===== config.mk =====
export PLATFORM = sky130hd
export DESIGN_NAME = regfile_wr_arbiter
export DESIGN_NICKNAME = d
export VERILOG_FILES = /design/src/rtl/regfile_pkg.sv /design/src/rtl/regfile_wr_arbiter_rr_pick.sv /design/src/rtl/regfile_wr_arbiter.sv
export SDC_FILE = /design/constraint.sdc
export NUM_CORES = 1
export LEC_CHECK = 0
export ABC_AREA = 1
export ABC_CLOCK_PERIOD_IN_PS = 6000
export BUFFER_PORTS_ARGS = -buffer_cell sky130_fd_sc_hd__buf_4
export CORE_ASPECT_RATIO = 0.75
export CORE_MARGIN = 3
export CORE_UTILIZATION = 35
export DETAILED_ROUTE_END_ITERATION = 10
export HOLD_SLACK_MARGIN = 0.12
export PLACE_DENSITY = 0.68
export REMOVE_ABC_BUFFERS = 1
export SYNTH_ARGS = -nofsm -noshare
export SYNTH_HDL_FRONTEND = slang
export SYNTH_SLANG_ARGS = --single-unit
export TNS_END_PERCENT = 5

===== constraint.sdc =====
create_clock -name clk -period 6 [get_ports clk]
set_clock_uncertainty 0.05 [all_clocks]
set_input_delay 0.6 -clock clk [delete_from_list [all_inputs] [get_ports clk]]
set_output_delay 0.6 -clock clk [all_outputs]
set_load 0.03 [all_outputs]

===== src/rtl/regfile_pkg.sv =====
// ============================================================================
//  Module   : regfile_pkg
//  Purpose  : Shared constants and enums for the register-bank write path.
//  Revision : 1.0 - initial release
// ============================================================================
`default_nettype none

package regfile_pkg;

   localparam int REG_AW = 5;
   localparam int REG_DW = 32;

   localparam logic [REG_AW-1:0] R0 = '0;

   typedef enum logic [1:0] {
      REQ_ALU      = 2'd0,
      REQ_LOAD     = 2'd1,
      REQ_PREFETCH = 2'd2
   } req_idx_e;

   typedef enum logic [0:0] {
      ARB  = 1'b0,
      HOLD = 1'b1
   } arb_state_e;

endpackage

`default_nettype wire


===== src/rtl/regfile_wr_arbiter_rr_pick.sv =====
// ============================================================================
//  Module   : rr_pick
//  Purpose  : Rotating-priority encoder: first set request at or after ptr.
//  Revision : 1.0 - initial release
// ============================================================================
`default_nettype none

module rr_pick #(
   parameter int NREQ = 3,
   parameter int PW   = 2
) (
   input  logic [NREQ-1:0] i_req,
   input  logic [PW-1:0]   i_ptr,
   output logic [NREQ-1:0] o_onehot,
   output logic [PW-1:0]   o_idx,
   output logic            o_valid
);

   int w_pos;

   always_comb begin
      o_onehot = '0;
      o_idx    = '0;
      o_valid  = 1'b0;
      w_pos    = 0;
      for (int k = 0; k < NREQ; k++) begin
         w_pos = int'(i_ptr) + k;
         if (w_pos >= NREQ) begin
            w_pos = w_pos - NREQ;
         end
         if (!o_valid && i_req[w_pos]) begin
            o_valid         = 1'b1;
            o_onehot[w_pos] = 1'b1;
            o_idx           = PW'(w_pos);
         end
      end
   end

endmodule

`default_nettype wire


===== src/rtl/regfile_wr_arbiter.sv =====
// ============================================================================
//  Module   : regfile_wr_arbiter
//  Purpose  : Round-robin sharing of the register-bank write port.
//  Revision : 1.0 - initial release
// ============================================================================
`default_nettype none

module regfile_wr_arbiter
   import regfile_pkg::*;
#(
   parameter int NREQ = 3,
   parameter int DW   = REG_DW,
   parameter int AW   = REG_AW
) (
   input  logic              clk,
   input  logic              rst_n,
   input  logic [NREQ-1:0]   req,
   input  logic [NREQ*AW-1:0] req_addr,
   input  logic [NREQ*DW-1:0] req_data,
   input  logic              hold,
   output logic [NREQ-1:0]   gnt,
   output logic              we_o,
   output logic [AW-1:0]     waddr_o,
   output logic [DW-1:0]     wdata_o,
   output logic              busy
);

   localparam int PW = (NREQ > 1) ? $clog2(NREQ) : 1;

   arb_state_e      r_state;
   logic [PW-1:0]   r_ptr;
   logic [NREQ-1:0] w_win;
   logic [PW-1:0]   w_idx;
   logic            w_valid;
   logic            w_grant;
   logic [AW-1:0]   w_addr;
   logic [DW-1:0]   w_data;

   rr_pick #(
      .NREQ (NREQ),
      .PW   (PW)
   ) u_pick (
      .i_req    (req),
      .i_ptr    (r_ptr),
      .o_onehot (w_win),
      .o_idx    (w_idx),
      .o_valid  (w_valid)
   );

   // HOLD state keeps grants blocked for one cycle after hold drops.
   assign w_grant = w_valid && (r_state == ARB) && !hold && rst_n;
   assign gnt     = w_grant ? w_win : '0;
   assign busy    = |(req & ~gnt);
   assign w_addr  = req_addr[int'(w_idx)*AW +: AW];
   assign w_data  = req_data[int'(w_idx)*DW +: DW];

   always_ff @(posedge clk or negedge rst_n) begin
      if (!rst_n) begin
         r_state <= ARB;
         r_ptr   <= '0;
         we_o    <= 1'b0;
         waddr_o <= '0;
         wdata_o <= '0;
      end else begin
         case (r_state)
            ARB:     if (hold)  r_state <= HOLD;
            HOLD:    if (!hold) r_state <= ARB;
            default: r_state <= ARB;
         endcase

         we_o <= 1'b0;
         if (w_grant) begin
            waddr_o <= w_addr;
            wdata_o <= w_data;
            // r0 writes are consumed but never reach the bank
            we_o    <= (w_addr != AW'(R0));
            r_ptr   <= (w_idx == PW'(NREQ-1)) ? '0 : w_idx + 1'b1;
         end
      end
   end

endmodule

`default_nettype wire


; ---- Yosys cells after proc, flatten, opt, wreduce, memory -nomap -nowiden
; Cells that the tools add are included.
; W data, S select, Z words.
[op_classes]
n_addsub = 6
multipliers = 1
n_lt_le_gt_ge = 9
eq_ne = 1
shifts = 2
mux = 31
bitwise_logic = 5
reduce_logical = 13
[ops]
columns = cell, n
row1 = $ge A32 B1 Y1 const B, 3
row2 = $lt A32 B4 Y1 const B, 3
row3 = $mux W32, 3
row4 = $shiftx A96 B8 Y32, 1
row5 = $ge A32 B3 Y1 const B, 2
row6 = $sub A32 B3 Y32 const B, 2
row7 = $shiftx A15 B6 Y5, 1
row8 = $mux W1, 14
row9 = $mux W3, 4
row10 = $logic_and A1 B1 Y1, 8
row11 = $mux W2, 4
row12 = $bmux W1 S2, 3
row13 = $demux W1 S2, 3
row14 = $or A3 B3 Y3, 2
row15 = $mul A2 B3 Y5 const B, 1
row16 = $reduce_bool A5 Y1, 1
row17 = $add A2 B1 Y3 const B, 1
row18 = $add A2 B2 Y3 const B, 1
row19 = $and A3 B3 Y3, 1
row20 = $logic_not A1 Y1, 3
row21 = $not A3 Y3, 1
row22 = $reduce_or A3 Y1, 1
row23 = $sub A2 B2 Y3 const B, 1
row24 = $add A2 B1 Y2 const B, 1
row25 = other kinds (3), 3
[word_totals]
regBits = 41
inputBits = 117
out_inout_bits = 42
word_cells = 73

; ---- Longest topological paths before layout
; Gate-level depths: netlist (run 1).
[depth]
word_depth = 19
depth_mapped = 17
ltp_nobuf = 17

; ---- Hierarchy
; A second synthesis (run 1) with hierarchy kept.
[unflattened]
hier_cells = 350
area_unflattened_um2 = 2534.9
[by_module_without_submodules]
columns = module, n_inst, cells_each, area_per_inst_um2
row1 = regfile_wr_arbiter, 1, 289, 2214.6
row2 = rr_pick, 1, 61, 320.3

; ---- Least setup slack after synthesis (run 1)
; No wires, ideal clock.
[synth_path]
path_type = reg-to-output
startpoint = register r_ptr[0]
endpoint = output busy
t_arrival_ns = 2.445
required_time_ns = 5.350
setup_slack_ns = 2.905
stages_incl_launch_ff = 15
path_cell_list = dfrtp_1 inv_1 ha_1 inv_2 nand2_1 nand3_1 nand2_2 nor2_2 nand2_1 nand2_1 inv_2 buf_4 o21ai_0 inv_1 o221ai_1
[synth_between]
elab_chain_len = 19
word_cells_on_any_way = 54
cone_classes = add/sub (5) / order compare (9) / mux (25) / bitwise (4) / reduce/logical (11)
[synth_lines]
columns = item, line_no
row1 = "start, declared", regfile_wr_arbiter.sv:31  ; logic [PW-1:0] r_ptr;
row2 = "start signal, assigned", regfile_wr_arbiter.sv:77  ; r_ptr <= (w_idx == PW'(NREQ-1)) ? '0 : w_idx + 1'b1;
row3 = branches (longest 15 deep; another with $sub A32 B3 Y32), -
row4 = $mux W3 (*), regfile_wr_arbiter.sv:52  ; assign gnt = w_grant ? w_win : '0;
row5 = via gnt[1], regfile_wr_arbiter.sv:21  ; output logic [NREQ-1:0] gnt,
row6 = $not A3 Y3 (*), regfile_wr_arbiter.sv:53  ; assign busy = |(req & ~gnt);
row7 = $and A3 B3 Y3 (*), regfile_wr_arbiter.sv:53
row8 = $reduce_or A3 Y1 (*), regfile_wr_arbiter.sv:53
row9 = "end, declared", regfile_wr_arbiter.sv:25  ; output logic busy
; Mark *: on every way through the listed nets, which the timed path passes. The select of a mux whose other input is x is not followed.

; ---- Final worst setup path (run 1)
[layout_path]
startpoint = register r_ptr[0]
endpoint = output busy
[layout_between]
elab_chain_len = 19
word_cells_on_any_way = 54
cone_classes = add/sub (5) / order compare (9) / mux (25) / bitwise (4) / reduce/logical (11)
[layout_lines]
columns = item, line_no
row1 = branches (longest 15 deep; another with $sub A32 B3 Y32), -
row2 = $mux W3 (*), regfile_wr_arbiter.sv:52
row3 = $not A3 Y3 (*), regfile_wr_arbiter.sv:53
row4 = $and A3 B3 Y3 (*), regfile_wr_arbiter.sv:53
row5 = $reduce_or A3 Y1 (*), regfile_wr_arbiter.sv:53
; Every way passes the cells marked *. The select of a mux whose other input is x is not followed.

==> results.cfg, run 1 <==
[outcome]
status = complete, no violations

[yosys]
ys_ff_latch = 41
postSynthCellCount = 317
synth_seq_area_share_pct = 41.6
synth_top_family_by_area = compound AO/OA/AOI/OAI gates
yosys_warnings = 0
synth-compound-area-share_pct = 24.7
synthTopCellsByArea = dfrtp_1 42%, nand2_1 10%, a21oi_1 7.7%
netlist_area_mm2 = 0.00246
ys_async_sr_fraction_pct = 100
synth-edff-count = 0
yosysTopAreaCell = dfrtp_1
synthXorXnorAreaFrac_pct = 0
synth_fa_ha_area_share_pct = 2.03
avgSynthCellArea_um2 = 7.77
yosysTopAreaCellShare_pct = 41.6
synthFlopType = dfrtp_1
synth_most_common_cell = nand2_1
synth-simple-area-share_pct = 23.6
synth_cell_types = 31
synth_common_cells = 68 x nand2_1, 41 x dfrtp_1, 38 x a21oi_1
synth_mux_area_share_pct = 0

[setup_path]
critPathMaxFanout = 53
slowest_stage = inv_2
worst_setup_path_start_kind = flip-flop
cp_cell_sequence = inv_1 -> ha_1 -> inv_2 -> o21ai_0 -> o22ai_1 -> inv_1 -> nand2_1 -> nand2_2 -> buf_4 -> inv_2 -> o21ai_0 -> nand2_1 -> o221ai_1 -> buf_4
cp.required_ns = 5.35
cp-end-kind = primary output
critical-path-max-stage-delay_ns = 0.57
critPathKind = reg2out
cp.arrival_ns = 3.35
rrSetupSlack_ns = 2.86

[clocking]
post_cts_resized = 0
clk_pin_slew_ns = 0.08
insertion_delay_ns = 0.29
cts-buffers-inserted = 5
clk_path_buf_depth = 2
numClockSinks = 41
hold_buffers = 0
cts_root_buffer = clkbuf_8
postCtsSetupBuffers = 0
ctsHtreeMaxLevel = 2
cts_tree = yes

[global_routing]
globalRouteTotalUtil_pct = 20.4
grt_antenna_before_repair = 0
gr-usage-met1_pct = 27.3
grt_pass1_wl_um = 13100
grtUsageMet3_pct = 5.42
grt_util_met2_pct = 33.1
grt_pass1_vias = 2639
globalRouteOverflowTotal = 0
grt_start_max_net_pins = 54
busiest_layer = met2

[timing]
setup_tns_ns = 0
finalCritPeriodShare_pct = 66.7
setup_viol = 0
layout_setup_ws_ns = 2.00
tightest_slew_ns = 0.821
max_slew_margin_pct = 45.1
slew_violations = 0
min_period_ns = 4.00
fmax_mhz = 250
hold_violations = 0
rsz0062_at_grt = no

[flow_run]
maxCapViolCount = 0

[finish]
fill_cells = 635
n_antenna_cell = 0
drive_above_1_share_pct = 40.0
finish.net_count = 585
syn_to_final_growth_pct = 52.1
final_cell_count_no_fill = 546

[power]
ir_worst_vdd_mv = 0.268
p_leak_nw = 1.89
p_per_area_mw_per_mm2 = 580
p_total_mw = 2.17

[placement]
pre_cts_slack_ns = 2.31
io_buffer_count = 158
dpl.cell_count = 538
place_hpwl_um = 6210
place.gp.congestion = 0.873

[hold_path]
min_path_type = in2async

[route]
routed_wl_um = 8510
ant_nets = 0
viasPerCell = 5.06
drt_first_pass_iters = 4
initialDrtViolationCount = 75
post_drt_wl_per_cell_um = 15.6
route.detailed.drc = 0
vias = 2764

[floorplanning]
num_io_pins = 159
rows = 25
core_mm2 = 0.00657
die_y_um = 78.7
initial_core_util_pct = 37.5
dieArea_mm2 = 0.00809
chipWidth_um = 103
-- cell usage in the layout (no fill, tap or decap), drive strengths merged --
cell,Yosys,layout
o21ai,20,20
inv,23,23
dfrtp,41,41
nand4,1,1
clkinv,0,2
nor2,27,27
o22ai,2,2
o221ai,1,1
nor3b,1,1
a21boi,4,4
nand2,74,74
buf,14,159
ha,4,4
o211ai,8,8
nor4,1,1
a21oi,38,38
clkbuf,5,6
nand3,26,26
a31oi,9,9
a22oi,18,18
-- final timing paths --
check	depth (start not counted)	endpoint	start
setup / recovery	14	busy	r_ptr[0]
hold / removal	1	wdata_o[8]	rst_n
setup reg to reg	13	wdata_o[7]	r_ptr[0]
hold reg to reg	2	waddr_o[0]	waddr_o[0]
max in group asynchronous	1	waddr_o[2]	rst_n
min in group clk	1	r_state	hold
-- sequential cells by signal, indices dropped and copies added (netlist names) --
| name | count |
|---|---|
| r_state | 1 |
| r_ptr | 2 |
| waddr_o | 5 |
| we_o | 1 |
| wdata_o | 32 |
-- through the flow --
step | instance area (µm²) | hold WS (ns) | utilization, %
2_1_floorplan | 2350 | 0.254 | -
3_3_place_gp | 3650 | 0.421 | 55.6
3_5_place_dp | 3650 | 0.427 | 55.6
4_1_cts | 3750 | 0.254 | 57.0
5_1_grt | 3750 | 0.268 | 57.0
6_report | 3750 | 0.232 | 57.0
-- critical path: cells and delay by family, from the launching register on --
| kind | cells | cell delay (ns) |
|---|---|---|
| AO/OA/AOI/OAI | 4 | 0.69 |
| buffers and inverters | 6 | 1.36 |
| flip-flops | 1 | 0.38 |
| adder cells (fa/ha/maj) | 1 | 0.38 |
| AND/OR/NAND/NOR | 3 | 0.23 |
-- final cells by class --
cell class	instances	area, µm²	area share, %
multi-input combinational	234	1240	33.2
timing repair buffer	159	1190	31.9
sequential	41	1030	27.4
tap	81	101	2.71
inverter	23	86.3	2.30
clock buffer	6	82.6	2.20
clock inverter	2	13.8	0.367
-- logic make-up (layout without fill, tap and decap cells) --
| group | after synthesis | in the layout |
|---|---|---|
| AO/OA/AOI/OAI | 100 | 100 |
| adder cells (fa/ha/maj) | 4 | 4 |
| buffers and inverters | 42 | 190 |
| flip-flops | 41 | 41 |
| AND/OR/NAND/NOR | 130 | 130 |
-- report_power, final --
part,switching [mW],internal [mW]
Combinational,1.02,0.487
Sequential,0.0731,0.404
Clock,0.0961,0.0933
Total,1.19,0.984
-- per-layer routing --
metal	vias up	share of wire (%)	wire length [µm]
li1	1381	-	-
met1	1261	45	3860
met2	114	46	3870
met3	8	8.1	688
met4	0	0.96	82
met5	-	0	0
Power figures use the tool's default switching activity.
==> inputs of run 2 (changes only) <==
Settings changed: ABC_AREA 1 to 0, ABC_CLOCK_PERIOD_IN_PS 6000 to 3700.
Clock period 6 ns to 3.7 ns, I/O delays scaled along.
==> run 2 against run 1 <==
Against the previous run:
- cell count decreased by 7.9%
- register-to-register slack got worse by 2.1 ns
- non-clock buffer count increased by 6
- setup slack got worse by 1.4 ns
- critical path type unchanged
==> results.cfg, run 2 <==
[setup_path]
cp-end-kind = primary output
worst_setup_path_start_kind = flip-flop
path_delay_family = compound AO/OA/AOI/OAI gates
cp.arrival_ns = 2.69
path_buf_inv = 2
critPathKind = reg2out
critical-path-max-stage-delay_ns = 0.45
cp_cell_sequence = inv_1 -> ha_1 -> mux2i_1 -> o21a_1 -> nand2_1 -> o211ai_1 -> nor3_1 -> o221ai_1 -> buf_4
slowest_stage = o211ai_1
cp.required_ns = 3.28
critPathMaxFanout = 7

[floorplanning]
core_mm2 = 0.00654
rows = 25
initial_core_util_pct = 37.6
chipWidth_um = 103
die_y_um = 78.5
num_io_pins = 159
dieArea_mm2 = 0.00807

[yosys]
synth_common_cells = 42 x nor2_1, 41 x dfrtp_1, 38 x nand3_1
avgSynthCellArea_um2 = 8.96
synth_cell_types = 44
yosysTopAreaCellShare_pct = 41.8
synth_most_common_cell = nor2_1
ys_ff_latch = 41
postSynthCellCount = 274
ys_async_sr_fraction_pct = 100
synthFlopType = dfrtp_1
synthTopCellsByArea = dfrtp_1 42%, a22oi_1 11%, a31oi_1 9.2%
yosys_warnings = 0
synth_seq_area_share_pct = 41.8
synth-edff-count = 0
netlist_area_mm2 = 0.00246
yosysTopAreaCell = dfrtp_1

[finish]
largest_reg_flops = 32
finish.net_count = 542
regMostFlops = wdata_o
fill_cells = 593
n_antenna_cell = 0
design_area_mm2 = 0.00379
utilization_pct = 58.0
final_cell_mix = 165 x buf_4, 42 x nor2_1, 41 x dfrtp_1
reg.largest.list = wdata_o: 32 flops, waddr_o: 5 flops, r_ptr: 2 flops
drive_above_1_share_pct = 43.1
final_common_cell = buf_4
syn_to_final_growth_pct = 54.3

[route]
ant_nets = 0
route.detailed.drc = 0
routed_wl_um = 8550
viasPerCell = 5.55
initialDrtViolationCount = 143
drt_first_pass_iters = 4
vias = 2793
post_drt_wl_per_cell_um = 17.0

[power]
p_comb_share_pct = 67.7
p_int_mw = 1.80
swShare_pct = 49.9
ir_worst_vdd_mv = 0.497
p_switching_mw = 1.79
p_seq_share_pct = 21.8
p_leak_nw = 1.75
clockPowerShare_pct = 10.5
p_per_area_mw_per_mm2 = 948

[timing]
layout_setup_ws_ns = 0.585
setup_tns_ns = 0
finalCritPeriodShare_pct = 84.2
hold_violations = 0
setup_viol = 0
max_slew_margin_pct = 45.9
rsz0062_at_grt = no
fmax_mhz = 321
slew_violations = 0
min_period_ns = 3.11
worst_hold_slack_ns = 0.117
tightest_slew_ns = 0.812

[global_routing]
grt_start_max_net_pins = 43
globalRouteTotalUtil_pct = 20.5
grt_antenna_before_repair = 0
globalRouteOverflowTotal = 0
grt_pass1_vias = 2716
grt_pass1_wl_um = 13200

[placement]
pre_cts_slack_ns = 0.786
placed_area_mm2 = 0.00367
place_hpwl_um = 6220
place.gp.congestion = 0.839
io_buffer_count = 158

[clocking]
cts-buffers-inserted = 5
postCtsSetupBuffers = 0
ctsHtreeMaxLevel = 2
hold_buffers = 0
cts_tree = yes
post_cts_resized = 0
numClockSinks = 41
clk_path_buf_depth = 2
insertion_delay_ns = 0.29
cts_root_buffer = clkbuf_8
clk_pin_slew_ns = 0.08

[flow_run]
maxCapViolCount = 0

[outcome]
status = complete, no violations

[hold_path]
min_path_type = in2async
run 2: cell types whose count changed after synthesis, moves of 6 or more:
cell,delta
a21oi_1,-35
a22oi_1,+18
a31oi_1,+27
inv_1,-12
inv_2,-6
nand2_1,-63
nand3_1,+13
nor2_1,+17
o211ai_1,-6
o21ai_0,-8
o21ai_1,-6
run 2: logic make-up (layout without fill, tap and decap cells):
kind of cell / count (synthesis) / in the layout / synth area share [%]
and+or+nand+nor: 95 / 95 / 17.9
buffers and inverters: 30 / 178 / 6.72
DFF: 41 / 41 / 41.8
adders and majority gates: 4 / 4 / 2.04
muxes: 5 / 5 / 2.60
AOI/OAI and AO/OA: 99 / 99 / 28.9
run 2: path summary, 6_finish.rpt:
check	to	slack (ns)	cells after the start	start
setup / recovery	busy	0.59	9	r_ptr[1]
hold / removal	waddr_o[0]	0.12	2	rst_n
setup reg to reg	wdata_o[24]	0.74	8	r_ptr[1]
hold reg to reg	waddr_o[0]	0.46	2	waddr_o[0]
max in group asynchronous	wdata_o[0]	3.09	2	rst_n
min in group clk	r_state	0.15	1	hold
run 2: worst register-to-register path, stage by stage, from the launching register on:
cell and delay, ns:
dfrtp_1 0.41, inv_1 0.10, ha_1 0.30, mux2i_1 0.40, nor2_1 0.08, o21ai_1 0.40, a21o_2 0.75, nand3_1 0.19
a31oi_1 0.21
run 2: area by class of cell:
cell class / count / area (µm²) / area share (%)
inverter: 5 / 18.8 / 0.495
clock buffer: 7 / 86.3 / 2.28
clock inverter: 1 / 30.0 / 0.793
timing repair buffer: 165 / 1240 / 32.7
sequential: 41 / 1030 / 27.1
tap: 81 / 101 / 2.68
multi-input combinational: 203 / 1290 / 34.0
run 2: metrics by stage:
| step | instances | power (mW) |
|---|---|---|
| final | 503 | 3.59 |
| after global placement | 495 | 3.18 |
| after CTS | 503 | 3.61 |
| after global routing | 503 | 3.85 |
| after floorplan | 249 | 2.35 |
| after detailed placement | 495 | 3.23 |
run 2: power groups by stage:
stage | logic, mW | clock network, mW | registers (mW)
after floorplan | 1.17 | 0 | 1.18
after CTS | 2.44 | 0.388 | 0.786
after detailed placement | 2.43 | 0 | 0.792
after global routing | 2.63 | 0.408 | 0.811
after global placement | 2.40 | 0 | 0.779
final | 2.43 | 0.377 | 0.783
run 2: routing by layer:
| metal | track usage [%] | share of wire, % |
|---|---|---|
| met1 | 27.0 | 43 |
| met2 | 33.6 | 46 |
| met3 | 5.60 | 9.9 |
| met4 | 4.53 | 0.98 |
| met5 | 0 | 0 |
==> inputs of run 3 (changes only) <==
Settings changed: ABC_AREA 0 to 1, ABC_CLOCK_PERIOD_IN_PS 3700 to 3100.
Clock period 3.7 ns to 3.1 ns, I/O delays scaled along.
==> run 3 against run 2 <==
Against the previous run:
- die area rose by 0.29%
- clock-buffer cell count fell by 1
- sequential share of layout area fell by 0.29 points
- clock power fell by 5%
- critical path type unchanged
- critical endpoint unchanged
- largest power group unchanged
- highest routed layer unchanged
==> results.cfg, run 3 (synthesis results as in run 1) <==
[outcome]
status = complete, no violations

[global_routing]
grt_start_max_net_pins = 42
globalRouteOverflowTotal = 0
grt_pass1_vias = 2789
grt_antenna_before_repair = 0
globalRouteTotalUtil_pct = 20.0
grt_pass1_wl_um = 13000

[route]
route.detailed.drc = 0
post_drt_wl_per_cell_um = 15.2
drt_first_pass_iters = 5
ant_nets = 0
vias = 2856
viasPerCell = 5.16
initialDrtViolationCount = 72
routed_wl_um = 8400

[floorplanning]
rows = 25
die_y_um = 78.7
chipWidth_um = 103
core_mm2 = 0.00657
dieArea_mm2 = 0.00809
num_io_pins = 159
initial_core_util_pct = 37.5

[timing]
finalCritPeriodShare_pct = 92.7
max_slew_margin_pct = 63.5
tightest_slew_ns = 0.547
slew_violations = 0
min_period_ns = 2.87
setup_tns_ns = 0
worst_hold_slack_ns = 0.233
fmax_mhz = 348
setup_viol = 0
hold_violations = 0
rsz0062_at_grt = no

[finish]
reg.largest.list = wdata_o: 32 flops, waddr_o: 5 flops, r_ptr: 2 flops
regMostFlops = wdata_o
utilization_pct = 58.3
final_cell_count_no_fill = 554
final_common_cell = buf_4
syn_to_final_growth_pct = 55.5
drive_above_1_share_pct = 41.0
final_cell_mix = 165 x buf_4, 67 x nand2_1, 41 x dfrtp_1
largest_reg_flops = 32
finish.net_count = 594
design_area_mm2 = 0.00383
n_antenna_cell = 0

[power]
p_per_area_mw_per_mm2 = 1110
p_leak_nw = 1.93
ir_worst_vdd_mv = 0.504

[clocking]
clk_path_buf_depth = 2
numClockSinks = 41
cts_root_buffer = clkbuf_8
postCtsSetupBuffers = 0
cts-buffers-inserted = 5
cts_tree = yes
clk_pin_slew_ns = 0.08
ctsHtreeMaxLevel = 2
insertion_delay_ns = 0.28

[placement]
place.gp.congestion = 0.986
place_hpwl_um = 6480
dpl.cell_count = 545
io_buffer_count = 158
placed_area_mm2 = 0.00370

[setup_path]
worst_setup_path_start_kind = flip-flop
cp.required_ns = 2.74
critPathKind = reg2out
cp.arrival_ns = 2.51
cp-end-kind = primary output
critPathMaxFanout = 29

[hold_path]
min_path_type = in2reg

[flow_run]
maxCapViolCount = 0
[run 3: final timing paths]
kind	start	end	slack, ns	cells after the start
max reg2reg	r_ptr[0]	wdata_o[7]	0.47	14
max in group asynchronous	rst_n	waddr_o[0]	1.98	3
min in group asynchronous	rst_n	wdata_o[28]	0.64	3
min	req_data[38]	wdata_o[6]	0.23	3
max	r_ptr[0]	busy	0.23	13
min reg2reg	wdata_o[29]	wdata_o[29]	0.44	2
[run 3: layout make-up]
type	count	area (µm²)
fillers	587	2740
clock inverters	1	7.51
clock buffers	6	82.6
well taps	81	101
inverters	23	91.3
flip-flops and latches	41	1030
multi-input cells	234	1250
repair buffers	168	1270
[run 3: stage by stage]
step / setup WS, ns / power, mW
6_report: 0.226 / 4.27
5_1_grt: 0.0307 / 4.62
4_1_cts: 0.0949 / 4.29
3_5_place_dp: 0.440 / 3.92
3_3_place_gp: 0.521 / 3.88
2_1_floorplan: -0.744 / 2.82
[run 3: repair_timing]
item / in CTS / in global routing
hold endpoints to repair: 42 / 0
resized for setup: 0 / 6
endpoints found under the setup margin: 0 / 3
hold buffers: 2 / 0
[run 3: power breakdown]
part / switching (mW) / total (mW) / internal, mW / leakage [nW]
logic: 1.95 / 2.99 / 1.04 / 1.41
registers: 0.141 / 0.922 / 0.782 / 0.481
clock network: 0.182 / 0.359 / 0.176 / 0.0433
[run 3: per-layer routing]
| metal | vias to the layer above | global-route usage (%) | part of all wire [%] |
|---|---|---|---|
| li1 | 1400 | - | - |
| met1 | 1319 | 26.9 | 44 |
| met2 | 135 | 32.5 | 47 |
| met3 | 2 | 5.86 | 9.0 |
| met4 | 0 | 2.98 | 0.29 |
| met5 | - | 0 | 0 |
[run 3: critical path: stages, from the launching register on]
cell,delay (ns)
dfrtp_1,0.40
inv_1,0.11
ha_2,0.32
inv_2,0.12
nand2_1,0.06
nand3_1,0.08
nand2_2,0.10
nor2_2,0.15
nand2_1,0.08
nand2_2,0.13
buf_6,0.24
a21oi_1,0.08
o221ai_1,0.18
buf_4,0.19
